==> src/rtl/regbank_write_arbiter_if.sv <==
// ============================================================================
// Module      : regbank_write_arbiter_if
// Description : Requester handshakes and register-bank write port of the
//               register-bank write arbiter.
// Revision    : 1.0 - initial release
// ============================================================================
`default_nettype none

interface regbank_write_arbiter_if;
    logic        req0;
    logic [4:0]  addr0;
    logic [63:0] data0;
    logic        gnt0;

    logic        req1;
    logic [4:0]  addr1;
    logic [63:0] data1;
    logic        gnt1;

    logic        write;
    logic [4:0]  write_register;
    logic [63:0] write_data;

    modport master (
        output req0, addr0, data0, req1, addr1, data1,
        input  gnt0, gnt1, write, write_register, write_data
    );

    modport slave (
        input  req0, addr0, data0, req1, addr1, data1,
        output gnt0, gnt1, write, write_register, write_data
    );
endinterface

`default_nettype wire

==> src/rtl/regbank_write_arbiter.sv <==
// ============================================================================
// Module      : regbank_write_arbiter
// Description : Round-robin arbiter for two register-bank writers with a
//               sequential whole-bank clear that takes priority.
// Revision    : 1.0 - initial release
// ============================================================================
`default_nettype none

module regbank_write_arbiter #(
    parameter int          NREGS       = 32,
    parameter logic [63:0] CLEAR_VALUE = 64'd0
) (
    input  wire logic              clk,
    input  wire logic              rst_n,
    regbank_write_arbiter_if.slave bus,
    input  wire logic              clear_start,
    output logic                   busy,
    output logic                   clear_done
);

    localparam logic [5:0] c_nregs = 6'(NREGS);

    typedef enum logic [0:0] {
        ARB   = 1'b0,
        CLEAR = 1'b1
    } state_t;

    state_t      r_state;
    state_t      w_state_nxt;
    logic        r_write;
    logic        w_write_nxt;
    logic [4:0]  r_wreg;
    logic [4:0]  w_wreg_nxt;
    logic [63:0] r_wdata;
    logic [63:0] w_wdata_nxt;
    logic        r_done;
    logic        w_done_nxt;
    logic [5:0]  r_count;
    logic [5:0]  w_count_nxt;
    // 1 when requester 1 won the most recent transfer
    logic        r_last1;
    logic        w_last1_nxt;

    logic        w_arb_en;
    logic        w_gnt0;
    logic        w_gnt1;

    // Grants are suppressed in reset, during a clear and on a clear-start cycle.
    assign w_arb_en = rst_n && (r_state == ARB) && !clear_start;
    assign w_gnt0   = w_arb_en && bus.req0 && (!bus.req1 || r_last1);
    assign w_gnt1   = w_arb_en && bus.req1 && (!bus.req0 || !r_last1);

    assign bus.gnt0           = w_gnt0;
    assign bus.gnt1           = w_gnt1;
    assign bus.write          = r_write;
    assign bus.write_register = r_wreg;
    assign bus.write_data     = r_wdata;
    assign busy               = rst_n && (r_state == CLEAR);
    assign clear_done         = r_done;

    always_comb begin
        w_state_nxt = r_state;
        w_write_nxt = 1'b0;
        w_wreg_nxt  = r_wreg;
        w_wdata_nxt = r_wdata;
        w_done_nxt  = 1'b0;
        w_count_nxt = r_count;
        w_last1_nxt = r_last1;
        case (r_state)
            ARB: begin
                if (clear_start) begin
                    w_state_nxt = CLEAR;
                    w_write_nxt = 1'b1;
                    w_wreg_nxt  = 5'd0;
                    w_wdata_nxt = CLEAR_VALUE;
                    w_count_nxt = 6'd1;
                end else if (w_gnt0) begin
                    w_write_nxt = 1'b1;
                    w_wreg_nxt  = bus.addr0;
                    w_wdata_nxt = bus.data0;
                    w_last1_nxt = 1'b0;
                end else if (w_gnt1) begin
                    w_write_nxt = 1'b1;
                    w_wreg_nxt  = bus.addr1;
                    w_wdata_nxt = bus.data1;
                    w_last1_nxt = 1'b1;
                end
            end
            CLEAR: begin
                if (r_count == c_nregs) begin
                    w_state_nxt = ARB;
                    w_done_nxt  = 1'b1;
                    w_count_nxt = 6'd0;
                end else begin
                    w_write_nxt = 1'b1;
                    w_wreg_nxt  = r_count[4:0];
                    w_wdata_nxt = CLEAR_VALUE;
                    w_count_nxt = r_count + 6'd1;
                end
            end
            default: begin
                w_state_nxt = ARB;
            end
        endcase
    end

    always_ff @(posedge clk) begin
        if (!rst_n) begin
            r_state <= ARB;
            r_write <= 1'b0;
            r_wreg  <= 5'd0;
            r_wdata <= 64'd0;
            r_done  <= 1'b0;
            r_count <= 6'd0;
            r_last1 <= 1'b1;
        end else begin
            r_state <= w_state_nxt;
            r_write <= w_write_nxt;
            r_wreg  <= w_wreg_nxt;
            r_wdata <= w_wdata_nxt;
            r_done  <= w_done_nxt;
            r_count <= w_count_nxt;
            r_last1 <= w_last1_nxt;
        end
    end

endmodule

`default_nettype wire

==> src/flat_wrapper.sv <==
// flat-port wrapper written by rule: the top's interface ports become plain ports
module regbank_write_arbiter_flat 
#(
    parameter int          NREGS       = 32,
    parameter logic [63:0] CLEAR_VALUE = 64'd0
)
  (clk, rst_n, clear_start, busy, clear_done, bus_req0, bus_addr0, bus_data0, bus_req1, bus_addr1, bus_data1, bus_gnt0, bus_gnt1, bus_write, bus_write_register, bus_write_data);
  regbank_write_arbiter_if bus_i ();
  input  wire logic clk;
  input  wire logic rst_n;
  input  wire logic clear_start;
  output logic busy;
  output logic clear_done;
  input wire logic [$bits(bus_i.req0)-1:0] bus_req0;
  input wire logic [$bits(bus_i.addr0)-1:0] bus_addr0;
  input wire logic [$bits(bus_i.data0)-1:0] bus_data0;
  input wire logic [$bits(bus_i.req1)-1:0] bus_req1;
  input wire logic [$bits(bus_i.addr1)-1:0] bus_addr1;
  input wire logic [$bits(bus_i.data1)-1:0] bus_data1;
  output wire logic [$bits(bus_i.gnt0)-1:0] bus_gnt0;
  output wire logic [$bits(bus_i.gnt1)-1:0] bus_gnt1;
  output wire logic [$bits(bus_i.write)-1:0] bus_write;
  output wire logic [$bits(bus_i.write_register)-1:0] bus_write_register;
  output wire logic [$bits(bus_i.write_data)-1:0] bus_write_data;
  assign bus_i.req0 = bus_req0;
  assign bus_i.addr0 = bus_addr0;
  assign bus_i.data0 = bus_data0;
  assign bus_i.req1 = bus_req1;
  assign bus_i.addr1 = bus_addr1;
  assign bus_i.data1 = bus_data1;
  assign bus_gnt0 = bus_i.gnt0;
  assign bus_gnt1 = bus_i.gnt1;
  assign bus_write = bus_i.write;
  assign bus_write_register = bus_i.write_register;
  assign bus_write_data = bus_i.write_data;
  regbank_write_arbiter #(.NREGS(NREGS), .CLEAR_VALUE(CLEAR_VALUE)) u_core (.clk(clk), .rst_n(rst_n), .bus(bus_i), .clear_start(clear_start), .busy(busy), .clear_done(clear_done));
endmodule
==> config.mk <==
export PLATFORM = sky130hd
export DESIGN_NAME = regbank_write_arbiter_flat
export DESIGN_NICKNAME = d
export VERILOG_FILES = /design/src/rtl/regbank_write_arbiter_if.sv /design/src/rtl/regbank_write_arbiter.sv /design/src/flat_wrapper.sv
export SDC_FILE = /design/constraint.sdc
export NUM_CORES = 1
export LEC_CHECK = 0
export CELL_PAD_IN_SITES_DETAIL_PLACEMENT = 0
export CELL_PAD_IN_SITES_GLOBAL_PLACEMENT = 1
export CORE_MARGIN = 1
export CORE_UTILIZATION = 27
export DETAILED_ROUTE_END_ITERATION = 10
export PLACE_DENSITY_LB_ADDON = 0.08
export SYNTH_ARGS = -nofsm -noshare
export SYNTH_HDL_FRONTEND = slang
export SYNTH_SLANG_ARGS = --single-unit
==> constraint.sdc <==
create_clock -name clk -period 2.7 [get_ports clk]
set_input_delay 0.81 -clock clk [delete_from_list [all_inputs] [get_ports clk]]
set_output_delay 0.81 -clock clk [all_outputs]
set_load 0.01 [all_outputs]
==> out/qor.json <==
{
  "max_slew.worst_pin.slew": {"value": 808, "unit": "ps"},
  "grt_pass1_vias": {"value": 4034},
  "design.final.nets": {"value": 785},
  "worst-setup-path-type": {"value": "in -> out"},
  "initial_utilization": {"value": 0.279},
  "gp_routability_congestion": {"value": 0.761},
  "route.detailed.vias_per_inst": {"value": 4.96},
  "fp.dieW": {"value": 117, "unit": "um"},
  "ioPinCount": {"value": 217},
  "synth_area_leader": {"value": "sky130_fd_sc_hd__dfxtp_1"},
  "max_clock_freq": {"value": 382, "unit": "MHz"},
  "min_path_type": {"value": "reg -> reg"},
  "num-fill-cells": {"value": 1281},
  "drt_first_iter_violations": {"value": 238},
  "clk_root_buffer_cell": {"value": "sky130_fd_sc_hd__clkbuf_16"},
  "combPwrFrac": {"value": 0.203},
  "cts_tree": {"value": "built"},
  "dr_total_vias": {"value": 4050},
  "grt_first_pass_wirelength": {"value": 20.7, "unit": "mm"},
  "report.final.slew_viol_count": {"value": 0},
  "yosysWarnings": {"value": 0},
  "clock_insertion_delay_worst_skew": {"value": 330, "unit": "ps"},
  "clkPwrFrac": {"value": 0.385},
  "netlist_instances": {"value": 439},
  "final_antenna_net_count": {"value": 0},
  "placeableCoreArea": {"value": 12700, "unit": "um2"},
  "place_area": {"value": 5890, "unit": "um2"},
  "hp-start": {"value": "u_core.r_count[5]$_SDFFE_PN0N_"},
  "synth.area.top_cells": {"value": "sky130_fd_sc_hd__dfxtp_1, sky130_fd_sc_hd__a21oi_1, sky130_fd_sc_hd__o21ai_0"},
  "stdcell_count": {"value": 817},
  "power-per-cell-area": {"value": 502, "unit": "nW/um2"},
  "grt-ovfl-total": {"value": 0},
  "pwr-share-seq": {"value": 0.412},
  "tritoncts.num_buffers": {"value": 9},
  "critical_path_arrival": {"value": 1810, "unit": "ps"},
  "max-vdd-ir-drop": {"value": 0.288, "unit": "mV"},
  "maximum_number_of_pins_on_one_net_before_global_route_repair": {"value": 76},
  "number_of_flip_flops_and_latches_in_the_synthesized_netlist": {"value": 79},
  "rr_worst_depth": {"value": 5},
  "final_hold_viol_count": {"value": 0},
  "total_switching_power": {"value": 773, "unit": "uW"},
  "worst_path_max_fanout": {"value": 3},
  "synthArstFlopShare": {"value": 0},
  "post_synthesis_instance_area": {"value": 3550, "unit": "um2"},
  "global_route.usage.total": {"value": 0.199},
  "cts_max_level": {"value": 3},
  "worstPathRequired": {"value": 1890, "unit": "ps"},
  "detail_route.wirelength": {"value": 13.5, "unit": "mm"},
  "power.switching_fraction": {"value": 0.249},
  "timing.critical_path.slowest_cell_delay": {"value": 270, "unit": "ps"},
  "design_area": {"value": 6190, "unit": "um2"},
  "number_of_setup_violations_in_the_final_report": {"value": 0},
  "mappedNetlistNets": {"value": 584},
  "critical_path.endpoint_type": {"value": "output port"},
  "insertedDiodeCount": {"value": 0},
  "share_of_the_synthesized_area_in_the_top_cell_type": {"value": 0.445},
  "fin_worst_skew": {"value": 5.89, "unit": "ps"},
  "min_period": {"value": 2620, "unit": "ps"},
  "area_delta_synth_final": {"value": 74.3, "unit": "%"},
  "cts_buffer_depth": {"value": 2},
  "die_y": {"value": 117, "unit": "um"},
  "synth_enable_flop_cells": {"value": 0},
  "status": {"value": "finished, final reports clean"},
  "drive_gt1_frac": {"value": 0.0729},
  "max-cap-violations": {"value": 0},
  "place.detailed.hpwl": {"value": 8.58, "unit": "mm"},
  "initial_antenna_violation_count": {"value": 0},
  "drt_first_pass_iters": {"value": 4},
  "yosys.cell_types.count": {"value": 34},
  "io_buffer_count": {"value": 216},
  "yosys_most_used_dff": {"value": "sky130_fd_sc_hd__dfxtp_1"},
  "wire_per_inst": {"value": 16.6, "unit": "um"},
  "critPathLaunchType": {"value": "input port"},
  "synth_commonest_cells": {"value": "sky130_fd_sc_hd__a21oi_1, sky130_fd_sc_hd__o21ai_0, sky130_fd_sc_hd__dfxtp_1"},
  "timing.critical_path.from": {"value": "clear_start"},
  "clk_pin_slew": {"value": 60, "unit": "ps"},
  "drc_errors": {"value": 0},
  "die_area": {"value": 13600, "unit": "um2"},
  "placed_cell_count": {"value": 800},
  "critical_path.cell_chain": {"value": "dlygate4sd2_1 > nor3b_4 > and3_4 > clkdlybuf4s15_2"},
  "rows": {"value": 41},
  "internal_power": {"value": 2.34, "unit": "mW"},
  "hold_depth": {"value": 1},
  "final.period_utilization": {"value": 0.970},
  "leakage_power": {"value": 2.16, "unit": "nW"},
  "cts_sinks": {"value": 79},
  "relSlewSlack": {"value": 0.461},
  "synthMostInstantiatedCell": {"value": "sky130_fd_sc_hd__a21oi_1"},
  "critical_path.slowest_cell": {"value": "sky130_fd_sc_hd__dlygate4sd2_1"},
  "rsz_0062_raised_after_global_routing": {"value": "no"},
  "synth.avg_cell_area": {"value": 8.09, "unit": "um2"},
  "reg2reg_from": {"value": "u_core.r_count[3]$_SDFFE_PN0N_"},
  "share_of_the_yosys_chip_area_belonging_to_registers": {"value": 0.445}
}
-- layout make-up --
type                    count  area [um2]  area share
inverters                   4        15.0     0.00242
multi-input cells         310        1720       0.278
clock inverters             3        15.0     0.00242
clock buffers              13         280      0.0452
repair buffers            236        2370       0.382
well taps                 172         215      0.0347
flip-flops and latches     79        1580       0.255
-- power by group through the flow --
stage	combinational (mW)	clock, mW	sequential [mW]
after floorplan	0.193	0	1.33
after global placement	0.629	0	1.30
after detailed placement	0.631	0	1.30
after CTS	0.635	1.23	1.28
after global routing	0.684	1.29	1.29
final	0.630	1.20	1.28
-- per-layer routing --
layer | wire, um | vias to the layer above | global-route usage
li1 | - | 2006 | -
met1 | 5850 | 1909 | 0.234
met2 | 6520 | 123 | 0.340
met3 | 954 | 12 | 0.0638
met4 | 205 | 0 | 0.0717
met5 | 0 | - | 0
-- final timing paths --
kind / to / slack [ps]
max reg2reg: u_core.bus.write_data[44]$_SDFFE_PN0P_ / 680
max: bus_gnt0 / 80
min: u_core.r_count[5]$_SDFFE_PN0N_ / 480
min reg2reg: u_core.r_count[5]$_SDFFE_PN0N_ / 480
-- metrics by stage --
step / power (mW) / util / TNS, ps / worst slack, ps / hold WS, ps
after global placement: 1.93 / 0.463 / -7190 / -439 / 457
after CTS: 3.15 / 0.487 / 0 / 85.0 / 475
final: 3.11 / 0.487 / 0 / 82.1 / 480
after global routing: 3.26 / 0.487 / 0 / 38.7 / 515
after detailed placement: 1.94 / 0.463 / -8980 / -448 / 465
after floorplan: 1.52 / - / 0 / 374 / 440
-- logic make-up (layout without fill, tap and decap cells) --
family	after synthesis	count (layout)	share of synthesized area
fa+ha+maj	2	2	0.00704
simple gates	23	23	0.0465
buf+inv	50	256	0.0799
flops	79	79	0.445
compound gates	285	285	0.421
-- worst max-delay path: cells and delay by family --
| family | cells | cell delay [ps] |
|---|---|---|
| buffers and inverters | 2 | 510 |
| and+or+nand+nor | 2 | 480 |
-- layout by cell type, fill, tap and decap left out, types with 2 or more instances in the layout --
| cell type | synthesis | layout |
|---|---|---|
| sky130_fd_sc_hd__dfxtp_1 | 79 | 79 |
| sky130_fd_sc_hd__nand2b_1 | 2 | 2 |
| sky130_fd_sc_hd__nand3_1 | 3 | 2 |
| sky130_fd_sc_hd__buf_12 | 0 | 5 |
| sky130_fd_sc_hd__ha_1 | 2 | 2 |
| sky130_fd_sc_hd__a21oi_1 | 134 | 134 |
| sky130_fd_sc_hd__a22o_1 | 3 | 3 |
| sky130_fd_sc_hd__inv_1 | 4 | 4 |
| sky130_fd_sc_hd__a31oi_1 | 3 | 3 |
| sky130_fd_sc_hd__clkinv_2 | 0 | 3 |
| sky130_fd_sc_hd__dlygate4sd2_1 | 0 | 3 |
| sky130_fd_sc_hd__clkbuf_8 | 0 | 4 |
| sky130_fd_sc_hd__clkbuf_16 | 0 | 9 |
| sky130_fd_sc_hd__nor2_1 | 2 | 2 |
| sky130_fd_sc_hd__nand2_1 | 5 | 5 |
| sky130_fd_sc_hd__and2_1 | 2 | 2 |
| sky130_fd_sc_hd__clkdlybuf4s50_1 | 0 | 211 |
| sky130_fd_sc_hd__o21ai_0 | 114 | 114 |
| sky130_fd_sc_hd__buf_4 | 4 | 15 |
| sky130_fd_sc_hd__a222oi_1 | 4 | 4 |
| sky130_fd_sc_hd__o21ai_1 | 20 | 20 |
| sky130_fd_sc_hd__a41oi_1 | 2 | 2 |
-- registers in the layout (all words and copies together) (netlist names) --
name / flops
u_core.bus.write: 1
u_core.bus.write_data: 64
u_core.bus.write_register: 5
u_core.clear_done: 1
u_core.r_count: 6
u_core.r_last1: 1
u_core.r_state: 1
-- what timing repair did --
item | 4_1_cts | 5_1_grt
buffers inserted | 1 | 0
hold buffers | 0 | 0
resized for setup | 7 | 0
endpoints found under the setup margin | 2 | 0
No activity file was read; power rests on OpenSTA's default activity.
